$ cat config.mk
export PLATFORM = sky130hd
export DESIGN_NAME = cmd_submit_bridge
export DESIGN_NICKNAME = d
export VERILOG_FILES = /design/src/rtl/cmd_submit_pkg.sv /design/src/rtl/cmd_submit_bridge.sv
export SDC_FILE = /design/constraint.sdc
export NUM_CORES = 1
export LEC_CHECK = 0
export ABC_AREA = 1
export ABC_CLOCK_PERIOD_IN_PS = 2100
export BUFFER_PORTS_ARGS = -buffer_cell sky130_fd_sc_hd__buf_4
export CORE_UTILIZATION = 45
export DETAILED_ROUTE_END_ITERATION = 16
export PLACE_DENSITY_LB_ADDON = 0.05
export SLEW_MARGIN = 40
export SYNTH_ARGS = -nofsm -noshare
export SYNTH_HDL_FRONTEND = slang
export SYNTH_SLANG_ARGS = --single-unit
$ cat constraint.sdc
create_clock -name i_clk -period 2.1 [get_ports i_clk]
set_input_delay 0.21 -clock i_clk [delete_from_list [all_inputs] [get_ports i_clk]]
set_output_delay 0.21 -clock i_clk [all_outputs]
set_load 0.005 [all_outputs]
$ cat src/rtl/cmd_submit_pkg.sv
// Shared definitions for the MMIO command submission bridge: register map,
// command length and the 4-bit state encoding seen by the debug probe.
package cmd_submit_pkg;

  localparam logic [2:0] ADDR_CMD_WORD0  = 3'd0;
  localparam logic [2:0] ADDR_CMD_WORD1  = 3'd1;
  localparam logic [2:0] ADDR_CMD_WORD2  = 3'd2;
  localparam logic [2:0] ADDR_CMD_WORD3  = 3'd3;
  localparam logic [2:0] ADDR_CMD_SUBMIT = 3'd4;

  localparam int CMD_WORDS = 4;

  typedef enum logic [3:0] {
    IDLE  = 4'd0,
    CHECK = 4'd1,
    PUSH  = 4'd2,
    DONE  = 4'd3
  } cmd_sub_state_t;

endpackage

$ cat src/rtl/cmd_submit_bridge.sv
// Command submission bridge: snapshots CMD_WORD0..3 on a CMD_SUBMIT write and
// pushes them into the command FIFO once space exists. Optional space-wait
// timeout is enabled with `define CMD_SUBMIT_TIMEOUT_EN.
module cmd_submit_bridge
  import cmd_submit_pkg::*;
#(
  parameter int FIFO_DEPTH     = 4096,
  parameter int CNT_W          = 13,
  parameter int TIMEOUT_CYCLES = 65535
) (
  input  logic             i_clk,
  input  logic             i_reset_n,
  input  logic             i_reg_wr,
  input  logic [2:0]       i_reg_addr,
  input  logic [31:0]      i_reg_wdata,
  input  logic [CNT_W-1:0] i_cmd_fifo_count,
  output logic [31:0]      o_cmd_word0,
  output logic [31:0]      o_cmd_word1,
  output logic [31:0]      o_cmd_word2,
  output logic [31:0]      o_cmd_word3,
  output logic [31:0]      o_cmd_submit_reg,
  output logic             o_write_strobe,
  output logic             o_cmd_fifo_wen,
  output logic [31:0]      o_cmd_fifo_wdata,
  output logic             o_engine_submit,
  output logic             o_busy,
  output logic [15:0]      o_submit_count,
  output logic [7:0]       o_drop_count,
  output logic             o_err_overflow,
  output logic             o_err_timeout
);

  // Empty tripwire block: only elaborates under an illegal configuration.
  if ((2 ** CNT_W) <= FIFO_DEPTH || TIMEOUT_CYCLES < 1 || TIMEOUT_CYCLES > 65535) begin : g_bad_config
  end

  logic [CMD_WORDS-1:0][31:0] word_q, word_d;
  logic [CMD_WORDS-1:0][31:0] stage_q, stage_d;
  logic [31:0]                submit_reg_q, submit_reg_d;
  cmd_sub_state_t             state_q, state_d;
  logic [1:0]                 idx_q, idx_d;
  logic                       write_strobe_q, write_strobe_d;
  logic [15:0]                submit_count_q, submit_count_d;
  logic [7:0]                 drop_count_q, drop_count_d;
  logic                       err_overflow_q, err_overflow_d;
  logic [CNT_W:0]             need_words;
  logic                       space_ok;
  logic                       submit_hit;

  // Extra bit keeps count + CMD_WORDS from wrapping near a full FIFO.
  assign need_words = {1'b0, i_cmd_fifo_count} + (CNT_W+1)'(CMD_WORDS);
  assign space_ok   = need_words <= (CNT_W+1)'(FIFO_DEPTH);
  assign submit_hit = i_reg_wr && (i_reg_addr == ADDR_CMD_SUBMIT);

`ifdef CMD_SUBMIT_TIMEOUT_EN
  logic [15:0] timer_q, timer_d;
  logic        err_timeout_q, err_timeout_d;
`endif

  always_comb begin
    // NOTE: every signal gets a default before any branch, so no path leaves one unassigned and infers a latch.
    word_d         = word_q;
    stage_d        = stage_q;
    submit_reg_d   = submit_reg_q;
    state_d        = state_q;
    idx_d          = idx_q;
    submit_count_d = submit_count_q;
    drop_count_d   = drop_count_q;
    err_overflow_d = err_overflow_q;
    write_strobe_d = i_reg_wr && (i_reg_addr <= ADDR_CMD_SUBMIT);
`ifdef CMD_SUBMIT_TIMEOUT_EN
    err_timeout_d  = err_timeout_q;
`endif

    if (i_reg_wr && (i_reg_addr < ADDR_CMD_SUBMIT)) begin
      word_d[i_reg_addr[1:0]] = i_reg_wdata;
    end

    if (submit_hit) begin
      submit_reg_d = i_reg_wdata;
      if (state_q == IDLE) begin
        stage_d = word_q;
        state_d = CHECK;
      end else begin
        if (drop_count_q != 8'hFF) drop_count_d = drop_count_q + 8'd1;
        err_overflow_d = 1'b1;
      end
    end

    case (state_q)
      CHECK: begin
        if (space_ok) begin
          state_d = PUSH;
          idx_d   = 2'd0;
        end
`ifdef CMD_SUBMIT_TIMEOUT_EN
        else if (timer_q == 16'(TIMEOUT_CYCLES - 1)) begin
          state_d       = IDLE;
          err_timeout_d = 1'b1;
        end
`endif
      end
      PUSH: begin
        idx_d = idx_q + 2'd1;
        if (idx_q == 2'(CMD_WORDS - 1)) state_d = DONE;
      end
      DONE: begin
        state_d        = IDLE;
        submit_count_d = submit_count_q + 16'd1;
      end
      default: ;
    endcase
  end

`ifdef CMD_SUBMIT_TIMEOUT_EN
  assign timer_d = (state_q == CHECK && state_d == CHECK) ? timer_q + 16'd1 : 16'd0;

  always_ff @(posedge i_clk or negedge i_reset_n) begin
    if (!i_reset_n) begin
      timer_q       <= 16'd0;
      err_timeout_q <= 1'b0;
    end else begin
      timer_q       <= timer_d;
      err_timeout_q <= err_timeout_d;
    end
  end

  assign o_err_timeout = err_timeout_q;
`else
  assign o_err_timeout = 1'b0;
`endif

  always_ff @(posedge i_clk or negedge i_reset_n) begin
    if (!i_reset_n) begin
      // NOTE: the staging buffer is reset too, so an abandoned command never leaks stale words onto the FIFO bus.
      word_q         <= '0;
      stage_q        <= '0;
      submit_reg_q   <= '0;
      state_q        <= IDLE;
      idx_q          <= 2'd0;
      write_strobe_q <= 1'b0;
      submit_count_q <= 16'd0;
      drop_count_q   <= 8'd0;
      err_overflow_q <= 1'b0;
    end else begin
      // NOTE: non-blocking updates so every flop samples the pre-edge value of its peers.
      word_q         <= word_d;
      stage_q        <= stage_d;
      submit_reg_q   <= submit_reg_d;
      state_q        <= state_d;
      idx_q          <= idx_d;
      write_strobe_q <= write_strobe_d;
      submit_count_q <= submit_count_d;
      drop_count_q   <= drop_count_d;
      err_overflow_q <= err_overflow_d;
    end
  end

  assign o_cmd_word0      = word_q[0];
  assign o_cmd_word1      = word_q[1];
  assign o_cmd_word2      = word_q[2];
  assign o_cmd_word3      = word_q[3];
  assign o_cmd_submit_reg = submit_reg_q;
  assign o_write_strobe   = write_strobe_q;
  assign o_cmd_fifo_wen   = (state_q == PUSH);
  assign o_cmd_fifo_wdata = (state_q == PUSH) ? stage_q[idx_q] : 32'd0;
  assign o_engine_submit  = (state_q == DONE);
  assign o_busy           = (state_q != IDLE);
  assign o_submit_count   = submit_count_q;
  assign o_drop_count     = drop_count_q;
  assign o_err_overflow   = err_overflow_q;

endmodule

==> results.sh <==
export IMPL_outcome="completed"
export IMPL_cts_sinks=320
export IMPL_portBuffers=271
export IMPL_syn_area_per_cell_um2=8.79
export IMPL_fmax_ghz=0.495
export IMPL_die_h_um=174
export IMPL_synthCells=1520
export IMPL_design_area_um2=17500
export IMPL_final_seq_area_um2=8010
export IMPL_cts_buffers=35
export IMPL_ir_drop_uv=668
export IMPL_yosysTopAreaCell="dfrtp_1"
export IMPL_nNetsFinal=1843
export IMPL_die_width_um=174
export IMPL_wirelength_mm=36.7
export IMPL_cts_htree_levels=2
export IMPL_worstSetupPathType="register to primary output"
export IMPL_clkLatencyLatePin_ns=0.51
export IMPL_cp_required_ns=1.89
export IMPL_num_rows=62
export IMPL_crit_chain="nor2_4 -> nand2_4 -> nor2_4 -> inv_4 -> buf_12 -> a21oi_2 -> buf_4"
export IMPL_fin_crit_ns=2.02
export IMPL_netlist_area_leader_share_pct=59.9
export IMPL_drv_slew=0
export IMPL_cts_buffer_depth=3
export IMPL_die_area_um2=30400
export IMPL_regMostFlops="stage_q"
export IMPL_relSlewSlack_pct=50.5
export IMPL_avgViaCountPerCell=5.06
export IMPL_diodes=0
export IMPL_detail_route_antenna_nets=0
export IMPL_grt_pass1_vias=10800
export IMPL_grt_max_degree=75
export IMPL_grt_ovfl_total=0
export IMPL_drive_gt1_share_pct=23.6
export IMPL_drt_iter0_markers=744
export IMPL_synth_main_ff_cell="dfrtp_1"
export IMPL_grtUsageTotal_pct=24.2
export IMPL_dp_cells=2123
export IMPL_antenna_found_initial=0
export IMPL_p_leak_nw=8.70
export IMPL_dp_hpwl_mm=24.0
export IMPL_async_reset_ff_share_pct=100
export IMPL_ys_seq_elements=320
export IMPL_worstMarginPinSlew_ns=0.743
export IMPL_fillers=2560
export IMPL_post_route_period_util_pct=96.3
export IMPL_multi_input_area_um2=4680
export IMPL_cpPeakStageDelay_ns=0.42
export IMPL_pwr_share_seq_pct=40.0
export IMPL_synthesis_area_um2=13400
export IMPL_start_util_pct=46.2
export IMPL_setup_viol=0
export IMPL_vias=11100
export IMPL_power_switching_mw=7.31
export IMPL_intPower_mw=14.9
export IMPL_rsz0062_at_grt="yes"
export IMPL_gp_congestion=0.814
export IMPL_ys_seq_area_share_pct=59.9
export IMPL_pwr_share_comb_pct=31.0
export IMPL_cp_start_kind="register"
export IMPL_crit_top_cell="nor2_4"
export IMPL_p_per_area_nw_per_um2=1270
export IMPL_cap_violations=0
export IMPL_swShare_pct=32.9
export IMPL_io_pins=273
export IMPL_instances_no_fill=2198
export IMPL_core_um2=28900
export IMPL_synth_area_leaders="dfrtp_1, o21ai_0, nand2_1, a21oi_1, inv_1"
export IMPL_skew_ns=0.0124
export IMPL_cts_clk_slew_worst_paths_ns=0.06
export IMPL_drt_pass1_iterations=5
export IMPL_drc=0
export IMPL_hold_class="input port to register"
export IMPL_pre_cts_slack_ns=0.354
export IMPL_root_buffer="clkbuf_16"
export IMPL_cpMaxStageDelayCell="dfrtp_1"
export IMPL_total_power_mw=22.2
export IMPL_worstPathArrival_ns=1.81
export IMPL_placed_area_um2=15900
export IMPL_syn_to_final_growth_pct=30.8
export IMPL_synth_distinct_cells=26
export IMPL_grt_pass1_wl_mm=58.5
export IMPL_largest_reg_flops=128
export IMPL_hold_viol_final=0
export IMPL_cts_tree="yes"
export IMPL_path_max_fanout=13
export IMPL_pwr_share_clk_pct=29.0
export IMPL_endpoint_kind="primary output"
export IMPL_synth_warnings=0
export IMPL_wl_per_cell_um=16.7
export IMPL_synth_nets=1574
export IMPL_synth_edff_count=0
export IMPL_setup_ws_ns=0.0784
## through the flow
stage / hold WS, ns / util, % / setup TNS (ns)
after global routing: 0.0293 / 60.4 / -0.0222
after global placement: 0.219 / 54.9 / 0
after CTS: 0.00442 / 59.9 / -0.0450
after floorplan: -0.0856 / - / 0
after detailed placement: 0.214 / 54.9 / 0
final: 0.0175 / 60.4 / 0
## metal layers
| metal | vias to the layer above | routed length, um | track usage, % |
|---|---|---|---|
| met4 | 0 | 801 | 7.27 |
| met2 | 331 | 16900 | 37.7 |
| met5 | - | 0 | 0 |
| met1 | 5298 | 16800 | 34.3 |
| li1 | 5444 | - | - |
| met3 | 53 | 2150 | 4.44 |
## worst paths after layout
kind | cells past startpoint | slack, ns | startpoint | end
setup / recovery | 7 | 0.08 | state_q[3] | o_cmd_fifo_wdata[14]
hold / removal | 3 | 0.02 | i_reg_wdata[15] | o_cmd_word1[15]
setup reg to reg | 8 | 0.35 | state_q[0] | o_drop_count[4]
hold reg to reg | 0 | 0.46 | state_q[2] | state_q[2]
max in group asynchronous | 3 | 1.07 | i_reset_n | o_cmd_word1[26]
min in group asynchronous | 2 | 0.27 | i_reset_n | o_submit_count[6]
## cell families after synthesis
kind of cell | share of synthesized area (%)
buffers and inverters | 6.75
flip-flops | 59.9
adder cells (fa/ha/maj) | 0.281
AO/OA/AOI/OAI | 17.2
AND/OR/NAND/NOR | 14.7
XOR/XNOR | 1.05
other | 0.0281
## power groups by stage
stage                     clock network, mW  registers, mW  logic [mW]
after floorplan                           0           8.72        3.16
after global placement                    0           8.97        6.01
after detailed placement                  0           8.99        6.12
after CTS                              6.56           8.86        6.58
after global routing                   6.82           9.07        7.68
final                                  6.43           8.89        6.89
## layout by cell type, fill, tap and decap left out, types with 2 or more instances in the layout
master         synthesis  layout
nand2_1              454     451
o21ai_0              345     335
dfrtp_1              320     318
buf_4                 17     304
inv_1                117     115
a21oi_1               98      70
clkbuf_16              0      38
nor2_1                28      27
o21ai_1               17      26
a21oi_2                0      17
a21oi_4                0      11
buf_12                 0      11
xor2_1                 9       9
clkbuf_8               0       8
xnor2_1                7       7
nand3_1                6       6
clkinv_2               0       5
clkbuf_1              59       5
buf_6                  3       5
nor3_1                 4       4
bufinv_16              0       4
dlygate4sd3_1          0       4
nor2_2                 4       3
nand2_2                1       3
inv_2                  3       3
nand3_2                4       3
nor2_4                 1       3
ha_1                   3       3
nand4_1                2       2
clkinvlp_4             0       2
dfrtp_2                0       2
## cell type report
| class | instances | area share, % |
|---|---|---|
| clock buffer | 50 | 6.03 |
| clock inverter | 12 | 0.966 |
| inverter | 120 | 2.59 |
| multi-input combinational | 986 | 26.7 |
| sequential | 320 | 45.8 |
| tap | 384 | 2.75 |
| timing repair buffer | 326 | 15.1 |
## worst max-delay path, delay by kind of cell (launching register included)
family          cells  cell delay [ns]
buf+inv             3             0.37
flops               1             0.42
compound gates      1             0.16
simple gates        3             0.36
## synthesized netlist by cell type, types with 4 or more instances
cell / number
a21oi_1: 98
buf_1: 5
buf_2: 10
buf_4: 17
clkbuf_1: 59
dfrtp_1: 320
inv_1: 117
nand2_1: 454
nand3_1: 6
nand3_2: 4
nor2_1: 28
nor2_2: 4
nor3_1: 4
o21ai_0: 345
o21ai_1: 17
xnor2_1: 7
xor2_1: 9
## repair_timing
item / 4_1_cts / 5_1_grt
pin swaps: 1 / 4
endpoints found under the setup margin: 32 / 34
hold buffers: 4 / 0
resized for setup: 32 / 32
hold endpoints to repair: 56 / 0
buffers inserted: 6 / 1
gates cloned: 0 / 2
Note: power is estimated with default switching activity, not from simulation.
